[src/rtl/centroid_pkg.sv]
// Shared types and helpers for the centroid tracker.
//   state_e       : frame FSM states (idle, accumulate, divide)
//   div_cnt_width : width of a divider iteration counter for a given datapath width
package centroid_pkg;

  typedef enum logic [1:0] {
    ST_IDLE,
    ST_ACCUM,
    ST_DIVIDE
  } state_e;

  function automatic int unsigned div_cnt_width(input int unsigned width);
    return $clog2(width + 1);
  endfunction

endpackage

[src/rtl/seq_divider.sv]
// Unsigned restoring divider producing one quotient bit per cycle, WIDTH cycles in total.
// Ports:
//   clk      in  clock, posedge
//   rst      in  synchronous active-high reset; aborts any division in flight
//   start    in  load dividend/divisor; the first quotient bit is resolved on this edge
//   dividend in  WIDTH-bit numerator
//   divisor  in  WIDTH-bit denominator (all-ones quotient if zero)
//   quotient out WIDTH-bit result, valid while done is high and held afterwards
//   done     out one-cycle pulse once the last quotient bit has been resolved
module seq_divider
  import centroid_pkg::*;
#(
  parameter int unsigned WIDTH = 32
) (
  input  logic             clk,
  input  logic             rst,
  input  logic             start,
  input  logic [WIDTH-1:0] dividend,
  input  logic [WIDTH-1:0] divisor,
  output logic [WIDTH-1:0] quotient,
  output logic             done
);

  localparam int unsigned CntW = div_cnt_width(WIDTH);

  logic [WIDTH-1:0] rem_q, rem_d;
  logic [WIDTH-1:0] quo_q, quo_d;
  logic [WIDTH-1:0] dvs_q, dvs_d;
  logic [CntW-1:0]  cnt_q, cnt_d;
  logic             done_q, done_d;

  // Operands of the current step: fresh inputs on start, otherwise the running state.
  logic [WIDTH-1:0] rem_src, quo_src, dvs_src;
  logic [WIDTH:0]   shifted, trial;
  logic [WIDTH-1:0] rem_step, quo_step;

  always_comb begin
    rem_src = rem_q;
    quo_src = quo_q;
    dvs_src = dvs_q;
    if (start) begin
      rem_src = '0;
      quo_src = dividend;
      dvs_src = divisor;
    end
    shifted = {rem_src, quo_src[WIDTH-1]};
    trial   = shifted - {1'b0, dvs_src};
    // trial[WIDTH] set means the subtraction went negative: restore.
    if (trial[WIDTH]) begin
      rem_step = shifted[WIDTH-1:0];
      quo_step = {quo_src[WIDTH-2:0], 1'b0};
    end else begin
      rem_step = trial[WIDTH-1:0];
      quo_step = {quo_src[WIDTH-2:0], 1'b1};
    end
  end

  always_comb begin
    rem_d  = rem_q;
    quo_d  = quo_q;
    dvs_d  = dvs_q;
    cnt_d  = cnt_q;
    done_d = 1'b0;
    if (start) begin
      rem_d  = rem_step;
      quo_d  = quo_step;
      dvs_d  = divisor;
      cnt_d  = CntW'(WIDTH - 1);
      done_d = (WIDTH == 1);
    end else if (cnt_q != '0) begin
      rem_d  = rem_step;
      quo_d  = quo_step;
      cnt_d  = cnt_q - CntW'(1);
      done_d = (cnt_q == CntW'(1));
    end
  end

  always_ff @(posedge clk) begin
    if (rst) begin
      rem_q  <= '0;
      quo_q  <= '0;
      dvs_q  <= '0;
      cnt_q  <= '0;
      done_q <= 1'b0;
    end else begin
      rem_q  <= rem_d;
      quo_q  <= quo_d;
      dvs_q  <= dvs_d;
      cnt_q  <= cnt_d;
      done_q <= done_d;
    end
  end

  assign quotient = quo_q;
  assign done     = done_q;

endmodule

[src/rtl/centroid_tracker.sv]
// Streaming per-frame centroid engine. Accumulates (x,y) of every enabled pixel, and on frame
// end divides both sums by the pixel count with two parallel sequential dividers.
// Optional feature macro: CENTROID_BBOX_EN adds per-frame bounding-box tracking and outputs.
// Ports:
//   clk, rst                    clock and synchronous active-high reset
//   data_in_x/y, data_enable    pixel coordinates, sampled when data_enable=1
//   data_end                    frame end; a pixel in the same cycle is included
//   centroid_x/y                floor(sum/count) of the last completed frame
//   pixel_count                 pixel count of the last completed frame
//   done                        one-cycle pulse when results update
//   busy                        high while accumulating or dividing
//   overflow                    last frame's pixel counter saturated
//   bbox_min/max_x/y            bounding box of the last frame (CENTROID_BBOX_EN only)
module centroid_tracker
  import centroid_pkg::*;
#(
  parameter int unsigned DATA_WIDTH     = 8,
  parameter int unsigned INTERNAL_WIDTH = 32
) (
  input  logic                      clk,
  input  logic                      rst,
  input  logic [DATA_WIDTH-1:0]     data_in_x,
  input  logic [DATA_WIDTH-1:0]     data_in_y,
  input  logic                      data_enable,
  input  logic                      data_end,
  output logic [DATA_WIDTH-1:0]     centroid_x,
  output logic [DATA_WIDTH-1:0]     centroid_y,
  output logic [INTERNAL_WIDTH-1:0] pixel_count,
`ifdef CENTROID_BBOX_EN
  output logic [DATA_WIDTH-1:0]     bbox_min_x,
  output logic [DATA_WIDTH-1:0]     bbox_max_x,
  output logic [DATA_WIDTH-1:0]     bbox_min_y,
  output logic [DATA_WIDTH-1:0]     bbox_max_y,
`endif
  output logic                      done,
  output logic                      busy,
  output logic                      overflow
);

  localparam int unsigned DW = DATA_WIDTH;
  localparam int unsigned IW = INTERNAL_WIDTH;

  state_e        state_q, state_d;
  logic [IW-1:0] sum_x_q, sum_x_d;
  logic [IW-1:0] sum_y_q, sum_y_d;
  logic [IW-1:0] count_q, count_d;
  logic          ovf_q, ovf_d;
  logic          div_start_q, div_start_d;

  logic [DW-1:0] cent_x_q, cent_x_d;
  logic [DW-1:0] cent_y_q, cent_y_d;
  logic [IW-1:0] pix_cnt_q, pix_cnt_d;
  logic          ovf_out_q, ovf_out_d;
  logic          done_q, done_d;

  logic [IW-1:0] x_ext, y_ext;
  logic [IW-1:0] quot_x, quot_y;
  logic          div_done_x, div_done_y;

  assign x_ext = IW'(data_in_x);
  assign y_ext = IW'(data_in_y);

`ifdef CENTROID_BBOX_EN
  logic [DW-1:0] min_x_q, min_x_d, max_x_q, max_x_d;
  logic [DW-1:0] min_y_q, min_y_d, max_y_q, max_y_d;
  logic [DW-1:0] bb_min_x_q, bb_min_x_d, bb_max_x_q, bb_max_x_d;
  logic [DW-1:0] bb_min_y_q, bb_min_y_d, bb_max_y_q, bb_max_y_d;
`endif

  always_comb begin
    state_d     = state_q;
    sum_x_d     = sum_x_q;
    sum_y_d     = sum_y_q;
    count_d     = count_q;
    ovf_d       = ovf_q;
    div_start_d = 1'b0;
    cent_x_d    = cent_x_q;
    cent_y_d    = cent_y_q;
    pix_cnt_d   = pix_cnt_q;
    ovf_out_d   = ovf_out_q;
    done_d      = 1'b0;
`ifdef CENTROID_BBOX_EN
    min_x_d     = min_x_q;
    max_x_d     = max_x_q;
    min_y_d     = min_y_q;
    max_y_d     = max_y_q;
    bb_min_x_d  = bb_min_x_q;
    bb_max_x_d  = bb_max_x_q;
    bb_min_y_d  = bb_min_y_q;
    bb_max_y_d  = bb_max_y_q;
`endif

    unique case (state_q)
      ST_IDLE: begin
        // data_end without a pixel is ignored so a zero-count division never happens.
        if (data_enable) begin
          sum_x_d = x_ext;
          sum_y_d = y_ext;
          count_d = IW'(1);
          ovf_d   = 1'b0;
`ifdef CENTROID_BBOX_EN
          min_x_d = data_in_x;
          max_x_d = data_in_x;
          min_y_d = data_in_y;
          max_y_d = data_in_y;
`endif
          if (data_end) begin
            state_d     = ST_DIVIDE;
            div_start_d = 1'b1;
          end else begin
            state_d = ST_ACCUM;
          end
        end
      end

      ST_ACCUM: begin
        if (data_enable) begin
          sum_x_d = sum_x_q + x_ext;
          sum_y_d = sum_y_q + y_ext;
          if (count_q == '1) begin
            ovf_d = 1'b1;
          end else begin
            count_d = count_q + IW'(1);
          end
`ifdef CENTROID_BBOX_EN
          if (data_in_x < min_x_q) min_x_d = data_in_x;
          if (data_in_x > max_x_q) max_x_d = data_in_x;
          if (data_in_y < min_y_q) min_y_d = data_in_y;
          if (data_in_y > max_y_q) max_y_d = data_in_y;
`endif
        end
        if (data_end) begin
          state_d     = ST_DIVIDE;
          div_start_d = 1'b1;
        end
      end

      ST_DIVIDE: begin
        // Both dividers are started together and finish together.
        if (div_done_x && div_done_y) begin
          cent_x_d   = quot_x[DW-1:0];
          cent_y_d   = quot_y[DW-1:0];
          pix_cnt_d  = count_q;
          ovf_out_d  = ovf_q;
          done_d     = 1'b1;
          state_d    = ST_IDLE;
`ifdef CENTROID_BBOX_EN
          bb_min_x_d = min_x_q;
          bb_max_x_d = max_x_q;
          bb_min_y_d = min_y_q;
          bb_max_y_d = max_y_q;
`endif
        end
      end

      default: state_d = ST_IDLE;
    endcase
  end

  always_ff @(posedge clk) begin
    if (rst) begin
      state_q     <= ST_IDLE;
      sum_x_q     <= '0;
      sum_y_q     <= '0;
      count_q     <= '0;
      ovf_q       <= 1'b0;
      div_start_q <= 1'b0;
      cent_x_q    <= '0;
      cent_y_q    <= '0;
      pix_cnt_q   <= '0;
      ovf_out_q   <= 1'b0;
      done_q      <= 1'b0;
`ifdef CENTROID_BBOX_EN
      min_x_q     <= '0;
      max_x_q     <= '0;
      min_y_q     <= '0;
      max_y_q     <= '0;
      bb_min_x_q  <= '0;
      bb_max_x_q  <= '0;
      bb_min_y_q  <= '0;
      bb_max_y_q  <= '0;
`endif
    end else begin
      state_q     <= state_d;
      sum_x_q     <= sum_x_d;
      sum_y_q     <= sum_y_d;
      count_q     <= count_d;
      ovf_q       <= ovf_d;
      div_start_q <= div_start_d;
      cent_x_q    <= cent_x_d;
      cent_y_q    <= cent_y_d;
      pix_cnt_q   <= pix_cnt_d;
      ovf_out_q   <= ovf_out_d;
      done_q      <= done_d;
`ifdef CENTROID_BBOX_EN
      min_x_q     <= min_x_d;
      max_x_q     <= max_x_d;
      min_y_q     <= min_y_d;
      max_y_q     <= max_y_d;
      bb_min_x_q  <= bb_min_x_d;
      bb_max_x_q  <= bb_max_x_d;
      bb_min_y_q  <= bb_min_y_d;
      bb_max_y_q  <= bb_max_y_d;
`endif
    end
  end

  // Start is registered so the dividers load on the edge after data_end, once the sums
  // include the final pixel.
  seq_divider #(
    .WIDTH (IW)
  ) u_div_x (
    .clk      (clk),
    .rst      (rst),
    .start    (div_start_q),
    .dividend (sum_x_q),
    .divisor  (count_q),
    .quotient (quot_x),
    .done     (div_done_x)
  );

  seq_divider #(
    .WIDTH (IW)
  ) u_div_y (
    .clk      (clk),
    .rst      (rst),
    .start    (div_start_q),
    .dividend (sum_y_q),
    .divisor  (count_q),
    .quotient (quot_y),
    .done     (div_done_y)
  );

  // A mean of coordinates never exceeds the largest coordinate, so the upper quotient bits
  // carry no information.
  if (IW > DW) begin : g_quot_unused
    logic unused_quot_hi;
    assign unused_quot_hi = ^{quot_x[IW-1:DW], quot_y[IW-1:DW]};
  end

  assign centroid_x  = cent_x_q;
  assign centroid_y  = cent_y_q;
  assign pixel_count = pix_cnt_q;
  assign overflow    = ovf_out_q;
  assign done        = done_q;
  assign busy        = (state_q != ST_IDLE);

`ifdef CENTROID_BBOX_EN
  assign bbox_min_x = bb_min_x_q;
  assign bbox_max_x = bb_max_x_q;
  assign bbox_min_y = bb_min_y_q;
  assign bbox_max_y = bb_max_y_q;
`endif

endmodule
[config.mk]
export PLATFORM = sky130hd
export DESIGN_NAME = centroid_tracker
export DESIGN_NICKNAME = d
export VERILOG_FILES = /design/src/rtl/centroid_pkg.sv /design/src/rtl/seq_divider.sv /design/src/rtl/centroid_tracker.sv
export SDC_FILE = /design/constraint.sdc
export NUM_CORES = 1
export LEC_CHECK = 0
export BUFFER_PORTS_ARGS = -buffer_cell sky130_fd_sc_hd__buf_2
export CORE_UTILIZATION = 25
export DETAILED_ROUTE_END_ITERATION = 8
export SLEW_MARGIN = 20
export SYNTH_ARGS = -nofsm -noshare
export SYNTH_HDL_FRONTEND = slang
export SYNTH_SLANG_ARGS = --single-unit
export TNS_END_PERCENT = 5
[constraint.sdc]
create_clock -name clk -period 11.6 [get_ports clk]
set_clock_uncertainty 0.1 [all_clocks]
set_input_delay 1.16 -clock clk [delete_from_list [all_inputs] [get_ports clk]]
set_output_delay 1.16 -clock clk [all_outputs]
set_load 0.01 [all_outputs]
==> out/metrics.cfg, run 1 <==
[status]
status = finished clean

[sta]
rsz0062_at_grt = false
hold_ws_ps = 349
setup_tns_ps = 0
worst_pin_slew_ps = 1120
finalMaxSlewViolations = 0
timing.final.crit_share_pct = 48.3
relSlewSlack_pct = 25.5
finalCriticalPeriod_ps = 5610
setup_viol = 0
max_freq_mhz = 178
hold_viol = 0

[floorplan]
initial_core_util_pct = 25.3
die_x_microns = 276
core_sq_um = 74400
io_pins = 71
dieArea_sq_um = 76400
fp.dieH_microns = 276
fp-row-count = 100

[clock_network]
numCtsBuffers = 42
cts_root_buf = clkbuf_16
post_cts_resized = 0
htree_levels = 2
cts_tree = yes
path_clk_slew_ps = 60
cts_sinks = 356
postCtsSetupBuffers = 0
cts_buffer_depth = 3
clock_latency_ps = 580
ctsHoldBuffers = 0

[worst_setup_path]
crit_top_cell = a21o_1
critPathMaxFanout = 86
r2r_cells = 15
critPathKind = reg2reg
crit_path_max_incr_delay_ps = 810
path_depth = 15
end_kind = register
r2r-end = u_div_y.rem_q[9]$_SDFFE_PP0P_
critPathSlowestCell = buf_4
crit_path_end = u_div_y.rem_q[9]$_SDFFE_PP0P_
worst-path-buf-inv = 2
worst_setup_path_start_kind = register
path_cells = buf_4, o21ai_0, ha_1, fa_1, nand2b_1, a21o_1, and2_1, o21ai_0, a21o_1, o211ai_2, a21o_1, a21oi_2, buf_4, or2_2, a211oi_1
critPathArrivalTime_ps = 5930
r2r_start = div_start_q$_SDFF_PP0_
r2r_slack_ps = 5990
crit_family = compound AO/OA/AOI/OAI gates
required_ps = 11920
crit_start = div_start_q$_SDFF_PP0_

[worst_hold_path]
hold_depth = 2
hp-class = reg2reg

[final_layout]
diodes = 0
stdcell_area_sq_um = 21500
nets = 2500
drive_gt1_share_pct = 7.69
fillers = 8018
multi_input_area_sq_um = 11000
syn_to_final_growth_pct = 14.2
regArea_sq_um = 7130

[drt]
drtAntennaViolNets = 0
vias = 16500
dr.pass1.iters = 5
drcViolationCount = 0
wl_per_cell_microns = 14.9
vias_per_cell = 4.86
routed_wl_mm = 50.6
drtIter0Drc = 1082

[yosys]
ys.flop_type = dfxtp_1
yosys_register_bits = 356
syn_avg_cell_area_sq_um = 7.86
synth_edf_count = 0
synth_cell_types = 75
yosysSeqAreaShare_pct = 37.8
synth_nets = 2504
synth_area_sq_um = 18800
syn_inst = 2395
yosysWarnings = 0
synth-async-reset-ratio_pct = 0

[global_routing]
grt_pass1_vias = 15400
antenna_found_initial = 0
grt_max_degree = 87
grt_pass1_wl_mm = 81.9
overflow = 0
grt_use_total_pct = 12.9

[run]
maxCapViolCount = 0

[place]
placedInstanceArea_sq_um = 20100
placement.io_buffers = 70
post-dp-hpwl_mm = 34.4
gp_congestion = 0.868

[power_and_ir_drop]
cellPowerDensity_nw_per_um2 = 235
power_leakage_uw = 0.00806
max-vdd-ir-drop_v = 0.000122

==> worst min-delay path: cells and delay by family, from the launching register on <==
kind             cells  cell delay (ps)
flip-flops           1              300
AO/OA/AOI/OAI        1               50
AND/OR/NAND/NOR      1               50
==> layout make-up <==
| cell class | instances | area share [%] |
|---|---|---|
| Tap cell | 969 | 5.64 |
| Multi-Input combinational cell | 1845 | 51.2 |
| Sequential cell | 356 | 33.2 |
| Inverter | 51 | 0.890 |
| Timing Repair Buffer | 95 | 2.54 |
| Clock buffer | 59 | 5.56 |
| Clock inverter | 13 | 1.06 |
==> worst min-delay path by stage <==
stage                                             from                      endpoint
after floorplan                     ovf_q$_SDFFE_PP0P_         overflow$_SDFFE_PP0P_
after CTS                 pixel_count[24]$_SDFFE_PP0P_  pixel_count[24]$_SDFFE_PP0P_
final                     pixel_count[24]$_SDFFE_PP0P_  pixel_count[24]$_SDFFE_PP0P_
after global routing      pixel_count[28]$_SDFFE_PP0P_  pixel_count[28]$_SDFFE_PP0P_
after global placement    pixel_count[28]$_SDFFE_PP0P_  pixel_count[28]$_SDFFE_PP0P_
after detailed placement  pixel_count[24]$_SDFFE_PP0P_  pixel_count[24]$_SDFFE_PP0P_
==> power by group <==
| part | total [uW] | switching (uW) | internal (uW) |
|---|---|---|---|
| Combinational | 2270 | 1390 | 878 |
| Sequential | 1420 | 79.8 | 1340 |
| Clock | 1370 | 540 | 832 |
==> kinds of logic (layout without fill, tap and decap cells) <==
kind of cell	count (synthesis)	count (layout)	share of synthesized area [%]
and+or+nand+nor	969	969	23.2
AOI/OAI and AO/OA	582	582	18.8
DFF	356	356	37.8
buffers and inverters	194	218	3.97
xor gates and xnor gates	130	130	6.13
adders and majority gates	89	89	6.07
muxes	75	75	4.00
==> cell usage after synthesis, drive strengths merged, types with 3 or more instances <==
library cell | count | area share, %
a21o | 32 | 1.3
and2 | 13 | 0.43
o211ai | 9 | 0.39
buf | 28 | 0.66
a211o | 5 | 0.23
fa | 4 | 0.43
or2 | 5 | 0.17
a21boi | 3 | 0.12
or3 | 20 | 0.66
o21a | 9 | 0.36
nand3 | 56 | 1.5
a221o | 4 | 0.21
o31ai | 4 | 0.19
a311oi | 21 | 0.98
inv | 50 | 1.0
and3 | 36 | 1.2
o21ai | 100 | 2.7
or4 | 4 | 0.18
and4 | 9 | 0.42
mux2i | 73 | 3.9
nor3 | 26 | 0.69
o2111ai | 4 | 0.19
clkbuf | 115 | 2.3
ha | 85 | 5.6
a31oi | 17 | 0.56
nor4 | 24 | 0.80
nor2 | 300 | 6.0
a21oi | 287 | 7.7
dfxtp | 356 | 38
a221oi | 12 | 0.65
a211oi | 43 | 1.7
o21bai | 6 | 0.30
nand4 | 19 | 0.63
o22ai | 5 | 0.17
xnor2 | 61 | 2.9
nand2b | 17 | 0.56
nand2 | 360 | 7.2
nor2b | 74 | 2.5
xor2 | 69 | 3.2
==> layout by cell type, fill, tap and decap left out, types with 5 or more instances in the layout <==
cell | synthesis | routed
nand2_1 | 360 | 360
dfxtp_1 | 356 | 355
nor2_1 | 300 | 299
a21oi_1 | 285 | 284
o21ai_0 | 96 | 96
ha_1 | 85 | 85
mux2i_1 | 73 | 73
nor2b_1 | 73 | 71
buf_2 | 6 | 69
xor2_1 | 68 | 68
xnor2_1 | 60 | 60
nand3_1 | 56 | 55
inv_1 | 50 | 50
a211oi_1 | 43 | 43
clkbuf_16 | 0 | 42
and3_1 | 36 | 36
a21o_1 | 32 | 32
nor3_1 | 26 | 25
buf_4 | 3 | 25
nor4_1 | 24 | 24
a311oi_1 | 21 | 21
or3_1 | 20 | 20
nand4_1 | 19 | 19
a31oi_1 | 17 | 17
nand2b_1 | 17 | 17
and2_1 | 13 | 13
a221oi_1 | 11 | 11
o21a_1 | 9 | 9
and4_1 | 9 | 9
clkbuf_8 | 0 | 9
clkbuf_1 | 115 | 9
o211ai_1 | 8 | 8
o21bai_1 | 5 | 5
o22ai_1 | 5 | 5
a211o_1 | 5 | 5
bufinv_16 | 0 | 5
==> routing by layer <==
| metal | vias up | part of all wire, % | track usage (%) |
|---|---|---|---|
| li1 | 8311 | - | - |
| met1 | 7792 | 48 | 17.3 |
| met2 | 284 | 46 | 21.4 |
| met3 | 64 | 3.9 | 1.58 |
| met4 | 0 | 2.3 | 4.27 |
| met5 | - | 0 | 0 |
==> stage by stage <==
stage	util [%]	cells	worst slack (ps)	total power [uW]
finish	28.9	3388	5990	5050
global route	28.9	3388	5590	5380
global placement	27.0	3316	6090	3690
detailed placement	27.0	3316	6050	3680
CTS	28.9	3388	6010	5070
floorplan	-	2395	7380	3190
==> flip-flops by register name, indices dropped and copies added, names as in the netlist, 2 cells and up <==
signal and count:
u_div_y.quotient 32, u_div_x.quotient 32, u_div_x.rem_q 32, u_div_y.rem_q 32, state_q 2, centroid_y 8
sum_y_q 32, u_div_y.dvs_q 32, u_div_y.cnt_q 6, centroid_x 8, pixel_count 32, sum_x_q 32
count_q 32, u_div_x.dvs_q 32, u_div_x.cnt_q 6
No activity file was read; power rests on OpenSTA's default activity.
==> run 2: changes to the inputs <==
==> constraint.sdc (replaced) <==
create_clock -name clk -period 5.2 [get_ports clk]
set_clock_uncertainty 0.1 [all_clocks]
set_input_delay 0.52 -clock clk [delete_from_list [all_inputs] [get_ports clk]]
set_output_delay 0.52 -clock clk [all_outputs]
set_load 0.01 [all_outputs]
==> run 2 against run 1 <==
Clock power is 120% higher. First-iteration DRC count is 0.74% higher. Clock-buffer cell count did not move. Via count fell by 0.30%. Utilization up 0.13 points. Worst setup slack lost 5300 ps. Wire length is 0.33% lower. Sequential cell count did not move. Register-to-register slack worse by 5300 ps. Power up 120%. Global-route usage hardly changed. Non-clock buffer count is 8 higher. Highest routed layer unchanged.
==> out/metrics.cfg, run 2 (synthesized netlist as in run 1, its figures left out) <==
[clock_network]
cts_sinks = 356  ; unchanged
path_clk_slew_ps = 60  ; about the same
cts_tree = yes
postCtsSetupBuffers = 0  ; unchanged
htree_levels = 2  ; unchanged
cts_buffer_depth = 3  ; unchanged
ctsHoldBuffers = 0  ; unchanged
post_cts_resized = 0  ; unchanged
numCtsBuffers = 40  ; -4.8%
cts_root_buf = clkbuf_16
clock_latency_ps = 590  ; about the same

[power_and_ir_drop]
swShare_pct = 39.8  ; +0.055 points
max-vdd-ir-drop_v = 0.000324  ; +170%
cellPowerDensity_nw_per_um2 = 526  ; +120%
power_leakage_uw = 0.00812  ; +0.69%
internal-power_uw = 6840  ; +120%
p_comb_share_pct = 45.4  ; +0.6 points
p_clk_share_pct = 26.8  ; -0.3 points
netSwitchingPower_uw = 4510  ; +120%
p_total_uw = 11400  ; +120%
p_seq_share_pct = 27.8  ; -0.3 points

[sta]
timing.final.crit_share_pct = 85.8  ; +37 points
relSlewSlack_pct = 35.2  ; +9.7 points
setup_slack_ps = 739  ; -5250 ps
setup_viol = 0  ; unchanged
hold_viol = 0  ; unchanged
finalCriticalPeriod_ps = 4460  ; -1150 ps
worst_pin_slew_ps = 969  ; -147 ps
finalMaxSlewViolations = 0  ; unchanged
rsz0062_at_grt = false
hold_ws_ps = 42.7  ; -306 ps
setup_tns_ps = 0  ; unchanged
max_freq_mhz = 224  ; +26%

[floorplan]
dieArea_sq_um = 76400  ; unchanged
initial_core_util_pct = 25.3  ; unchanged
die_x_microns = 276  ; unchanged
core_sq_um = 74400  ; unchanged
io_pins = 71  ; unchanged
fp-row-count = 100  ; unchanged
fp.dieH_microns = 276  ; unchanged

[place]
placement.io_buffers = 70  ; unchanged
post-dp-hpwl_mm = 34.2  ; -0.55%
gp_congestion = 0.838  ; -3.4%
place_ws_ps = 836  ; -5210 ps

[final_layout]
regArea_sq_um = 7130  ; unchanged
syn_to_final_growth_pct = 14.7
nets = 2506  ; +0.24%
fillers = 7970  ; -0.60%
diodes = 0  ; unchanged
drive_gt1_share_pct = 7.91  ; +0.22 points
layout_common_cells = nand2_1 (360), dfxtp_1 (355), nor2_1 (299), a21oi_1 (284), o21ai_0 (96)
multi_input_area_sq_um = 11000  ; unchanged
layout.cells.most_common = nand2_1

[worst_setup_path]
critPathArrivalTime_ps = 4850  ; -1080 ps
required_ps = 5580  ; -6340 ps
r2r_cells = 14  ; -1
r2r-end = u_div_x.rem_q[14]$_SDFFE_PP0P_
r2r_start = div_start_q$_SDFF_PP0_
r2r_slack_ps = 740  ; -5250 ps
end_kind = register
critPathKind = reg2reg
critPathMaxFanout = 36  ; -58%
worst_setup_path_start_kind = register

[global_routing]
grt_pass1_wl_mm = 82.3  ; +0.53%
grt_use_total_pct = 13.0  ; +0.042 points
grt_max_degree = 164  ; +89%
overflow = 0  ; unchanged
antenna_found_initial = 0  ; unchanged
grt_pass1_vias = 15600  ; +1.6%

[worst_hold_path]
hp-class = in2reg
hold_depth = 2  ; unchanged
whs_endpoint = state_q[0]$_SDFFE_PP0P_
worstHoldStart = data_end

[drt]
vias_per_cell = 4.83  ; -0.57%
dr.pass1.iters = 5  ; unchanged
drtAntennaViolNets = 0  ; unchanged
vias = 16400  ; -0.30%
routed_wl_mm = 50.5  ; -0.33%
wl_per_cell_microns = 14.9  ; -0.59%
drtIter0Drc = 1090  ; +0.74%
drcViolationCount = 0  ; unchanged

[status]
status = finished clean

[run]
maxCapViolCount = 0  ; unchanged

[run 2: changes by cell type in the layout (fill, tap and decap cells not counted), moves of 2 or more]
cell        change
buf_4           +5
clkinvlp_4      -2
clkinv_2        +2
clkbuf_16       -2
buf_12          +2
clkbuf_1        +3
[run 2: per-stage QoR]
| step | utilization [%] | std cells | area, sq um |
|---|---|---|---|
| 6_report | 29.0 | 3397 | 21600 |
| 5_1_grt | 29.0 | 3397 | 21600 |
| 4_1_cts | 29.0 | 3396 | 21600 |
| 3_5_place_dp | 27.1 | 3323 | 20200 |
| 3_3_place_gp | 27.1 | 3323 | 20200 |
| 2_1_floorplan | - | 2395 | 18800 |
[run 2: per-layer routing]
metal / vias to the layer above / global-route usage (%) / share of wire, %
li1: 8313 / - / -
met1: 7709 / 17.1 / 47
met2: 298 / 21.4 / 46
met3: 81 / 2.15 / 4.5
met4: 0 / 4.18 / 2.5
met5: - / 0 / 0
[run 2: final cells by class]
type / count / share of cell area [%]
multi-input cells: 1845 / 50.9
well taps: 969 / 5.61
repair buffers: 103 / 3.02
clock inverters: 14 / 1.27
flip-flops and latches: 356 / 33.0
clock buffers: 59 / 5.29
inverters: 51 / 0.886
[run 2: worst max-delay path, cell delays in order, from the launching register on]
cell	delay [ps]
dfxtp_4	620
buf_4	500
mux2i_1	320
ha_1	320
a21o_1	180
a21oi_1	200
o21bai_1	130
a221oi_4	410
o21bai_4	120
a21oi_4	210
o21ai_4	130
xnor2_2	440
buf_4	290
nand2_1	70
a311oi_1	270
[run 2: power groups by stage]
| stage | combinational [uW] | clock (uW) | sequential, uW |
|---|---|---|---|
| 5_1_grt | 5720 | 3220 | 3180 |
| 3_3_place_gp | 5070 | 0 | 3210 |
| 3_5_place_dp | 5060 | 0 | 3200 |
| 2_1_floorplan | 3980 | 0 | 3140 |
| 6_report | 5160 | 3050 | 3150 |
| 4_1_cts | 5090 | 3130 | 3150 |
[run 2: how the worst max path moves through the flow]
stage | start | to | slack, ps
finish | div_start_q$_SDFF_PP0_ | u_div_x.rem_q[14]$_SDFFE_PP0P_ | 740
global route | div_start_q$_SDFF_PP0_ | u_div_x.rem_q[16]$_SDFFE_PP0P_ | 440
CTS | div_start_q$_SDFF_PP0_ | u_div_x.rem_q[15]$_SDFFE_PP0P_ | 800
detailed placement | div_start_q$_SDFF_PP0_ | u_div_x.rem_q[21]$_SDFFE_PP0P_ | 840
global placement | div_start_q$_SDFF_PP0_ | u_div_x.rem_q[13]$_SDFFE_PP0P_ | 940
floorplan | div_start_q$_SDFF_PP0_ | u_div_x.rem_q[1]$_SDFFE_PP0P_ | 980
==> run 3: changes to the inputs <==
--- a/config.mk
+++ b/config.mk
@@ -8,6 +8,7 @@
 export BUFFER_PORTS_ARGS = -buffer_cell sky130_fd_sc_hd__buf_2
 export CORE_UTILIZATION = 25
 export DETAILED_ROUTE_END_ITERATION = 8
+export HOLD_SLACK_MARGIN = 0.06
 export SLEW_MARGIN = 20
 export SYNTH_ARGS = -nofsm -noshare
 export SYNTH_HDL_FRONTEND = slang
==> run 3 against run 2 <==
Utilization barely moved. Critical path type unchanged. Sequential cell count unchanged. Combinational power barely moved. Power hardly changed. First-iteration DRC count is 11% higher. Highest routed layer unchanged. Worst setup slack gained 21 ps. Die area stayed put.
==> out/metrics.cfg, run 3 (synthesized netlist as in run 1, its figures left out) <==
[status]
status = finished clean

[global_routing]
antenna_found_initial = 0  ; unchanged
grt_use_total_pct = 13.0  ; about the same
use_met3_pct = 2.15  ; unchanged
grt_max_degree = 164  ; unchanged
grt_pass1_wl_mm = 82.3  ; about the same
grt_util_met2_pct = 21.4  ; about the same
grt_pass1_vias = 15600  ; +0.019%
met1_usage_pct = 17.1  ; about the same
overflow = 0  ; unchanged
grt.busiest_layer = met2

[clock_network]
cts_root_buf = clkbuf_16
clock_latency_ps = 590  ; about the same
path_clk_slew_ps = 60  ; about the same
cts_tree = yes
cts_sinks = 356  ; unchanged
post_cts_resized = 0  ; unchanged
htree_levels = 2  ; unchanged
ctsHoldBuffers = 1  ; +1
cts_buffer_depth = 3  ; unchanged
numCtsBuffers = 40  ; unchanged
postCtsSetupBuffers = 0  ; unchanged

[drt]
vias = 16400  ; -0.079%
drcViolationCount = 0  ; unchanged
vias_per_cell = 4.82  ; -0.11%
routed_wl_mm = 50.4  ; about the same
drtIter0Drc = 1205  ; +11%
drtAntennaViolNets = 0  ; unchanged
wl_per_cell_microns = 14.8  ; about the same
dr.pass1.iters = 5  ; unchanged

[sta]
timing.final.crit_share_pct = 85.4  ; -0.41 points
hold_viol = 0  ; unchanged
max_freq_mhz = 225  ; +0.48%
finalCriticalPeriod_ps = 4440  ; -21.2 ps
worst_pin_slew_ps = 957  ; -12.1 ps
finalMaxSlewViolations = 0  ; unchanged
hold_ws_ps = 125  ; +81.8 ps
rsz0062_at_grt = false
relSlewSlack_pct = 36.0  ; +0.81 points
setup_tns_ps = 0  ; unchanged
setup_viol = 0  ; unchanged

[worst_setup_path]
critPathArrivalTime_ps = 4820  ; -30 ps
required_ps = 5590  ; about the same
r2r_slack_ps = 760  ; +20 ps
r2r-end = u_div_x.rem_q[14]$_SDFFE_PP0P_
r2r_start = div_start_q$_SDFF_PP0_
critPathKind = reg2reg
r2r_cells = 14  ; unchanged
end_kind = register
critPathMaxFanout = 36  ; unchanged
worst_setup_path_start_kind = register

[final_layout]
layout_common_cells = nand2_1 (360), dfxtp_1 (355), nor2_1 (299), a21oi_1 (284), o21ai_0 (96)
fillers = 7968  ; -0.025%
nets = 2507  ; +0.040%
regArea_sq_um = 7130  ; unchanged
diodes = 0  ; unchanged
layout.cells.most_common = nand2_1
drive_gt1_share_pct = 7.90  ; about the same
stdcell_area_sq_um = 21600  ; about the same
syn_to_final_growth_pct = 14.8  ; about the same
layoutNonFillerInstCount = 3398  ; +0.029%
multi_input_area_sq_um = 11000  ; unchanged

[floorplan]
initial_core_util_pct = 25.3  ; unchanged
fp-row-count = 100  ; unchanged
dieArea_sq_um = 76400  ; unchanged
die_x_microns = 276  ; unchanged
io_pins = 71  ; unchanged
core_sq_um = 74400  ; unchanged
fp.dieH_microns = 276  ; unchanged

[worst_hold_path]
worstHoldStart = data_enable
whs_endpoint = state_q[0]$_SDFFE_PP0P_
hp-class = in2reg
hold_depth = 3  ; +1

[place]
placement.io_buffers = 70  ; unchanged
gp_congestion = 0.838  ; unchanged
dp.cells = 3323  ; unchanged
post-dp-hpwl_mm = 34.2  ; unchanged
placedInstanceArea_sq_um = 20200  ; unchanged

[run]
maxCapViolCount = 0  ; unchanged

[power_and_ir_drop]
cellPowerDensity_nw_per_um2 = 525  ; -0.14%
power_leakage_uw = 0.00812  ; about the same
p_total_uw = 11300  ; about the same
max-vdd-ir-drop_v = 0.000320  ; -1.2%

==> run 3: changes by cell type in the layout (fill, tap and decap cells not counted) <==
cell           change
dlygate4sd3_1      +1
==> run 3: worst max-delay path, stage by stage, from the launching register on <==
cell and delay, ps:
dfxtp_4 630, buf_4 510, mux2i_1 320, ha_1 320
a21o_1 180, a21oi_1 200, o21bai_1 130, a221oi_4 400
o21bai_4 120, a21oi_4 210, o21ai_4 130, xnor2_2 410
buf_4 280, nand2_1 70, a311oi_1 270
==> run 3: layout make-up <==
type,count,share of cell area [%]
clock buffers,59,5.29
clock inverters,14,1.27
inverters,51,0.886
multi-input cells,1845,50.9
flip-flops and latches,356,33.0
well taps,969,5.61
repair buffers,104,3.06
==> run 3: power breakdown <==
| group | total (uW) | switching, uW | internal, uW | leakage [uW] |
|---|---|---|---|---|
| sequential | 3150 | 167 | 2980 | 0.00289 |
| combinational | 5150 | 3130 | 2020 | 0.00455 |
| clock | 3040 | 1210 | 1840 | 0.000686 |
| total | 11300 | 4500 | 6840 | 0.00812 |
==> run 3: through the flow <==
step	util, %	setup slack [ps]
global route	29.0	436
global placement	27.1	940
CTS	29.0	801
finish	29.0	760
floorplan	-	978
detailed placement	27.1	836
==> run 3: how the worst max path moves through the flow <==
stage / startpoint / end / slack, ps
after floorplan: div_start_q$_SDFF_PP0_ / u_div_x.rem_q[1]$_SDFFE_PP0P_ / 980
after global placement: div_start_q$_SDFF_PP0_ / u_div_x.rem_q[13]$_SDFFE_PP0P_ / 940
after detailed placement: div_start_q$_SDFF_PP0_ / u_div_x.rem_q[21]$_SDFFE_PP0P_ / 840
after CTS: div_start_q$_SDFF_PP0_ / u_div_x.rem_q[15]$_SDFFE_PP0P_ / 800
final: div_start_q$_SDFF_PP0_ / u_div_x.rem_q[14]$_SDFFE_PP0P_ / 760
after global routing: div_start_q$_SDFF_PP0_ / u_div_x.rem_q[16]$_SDFFE_PP0P_ / 440
==> run 3: metal layers <==
layer | wire, microns | share of wire, %
met1 | 23800 | 47
met2 | 23000 | 46
met3 | 2370 | 4.7
met4 | 1250 | 2.5
met5 | 0 | 0
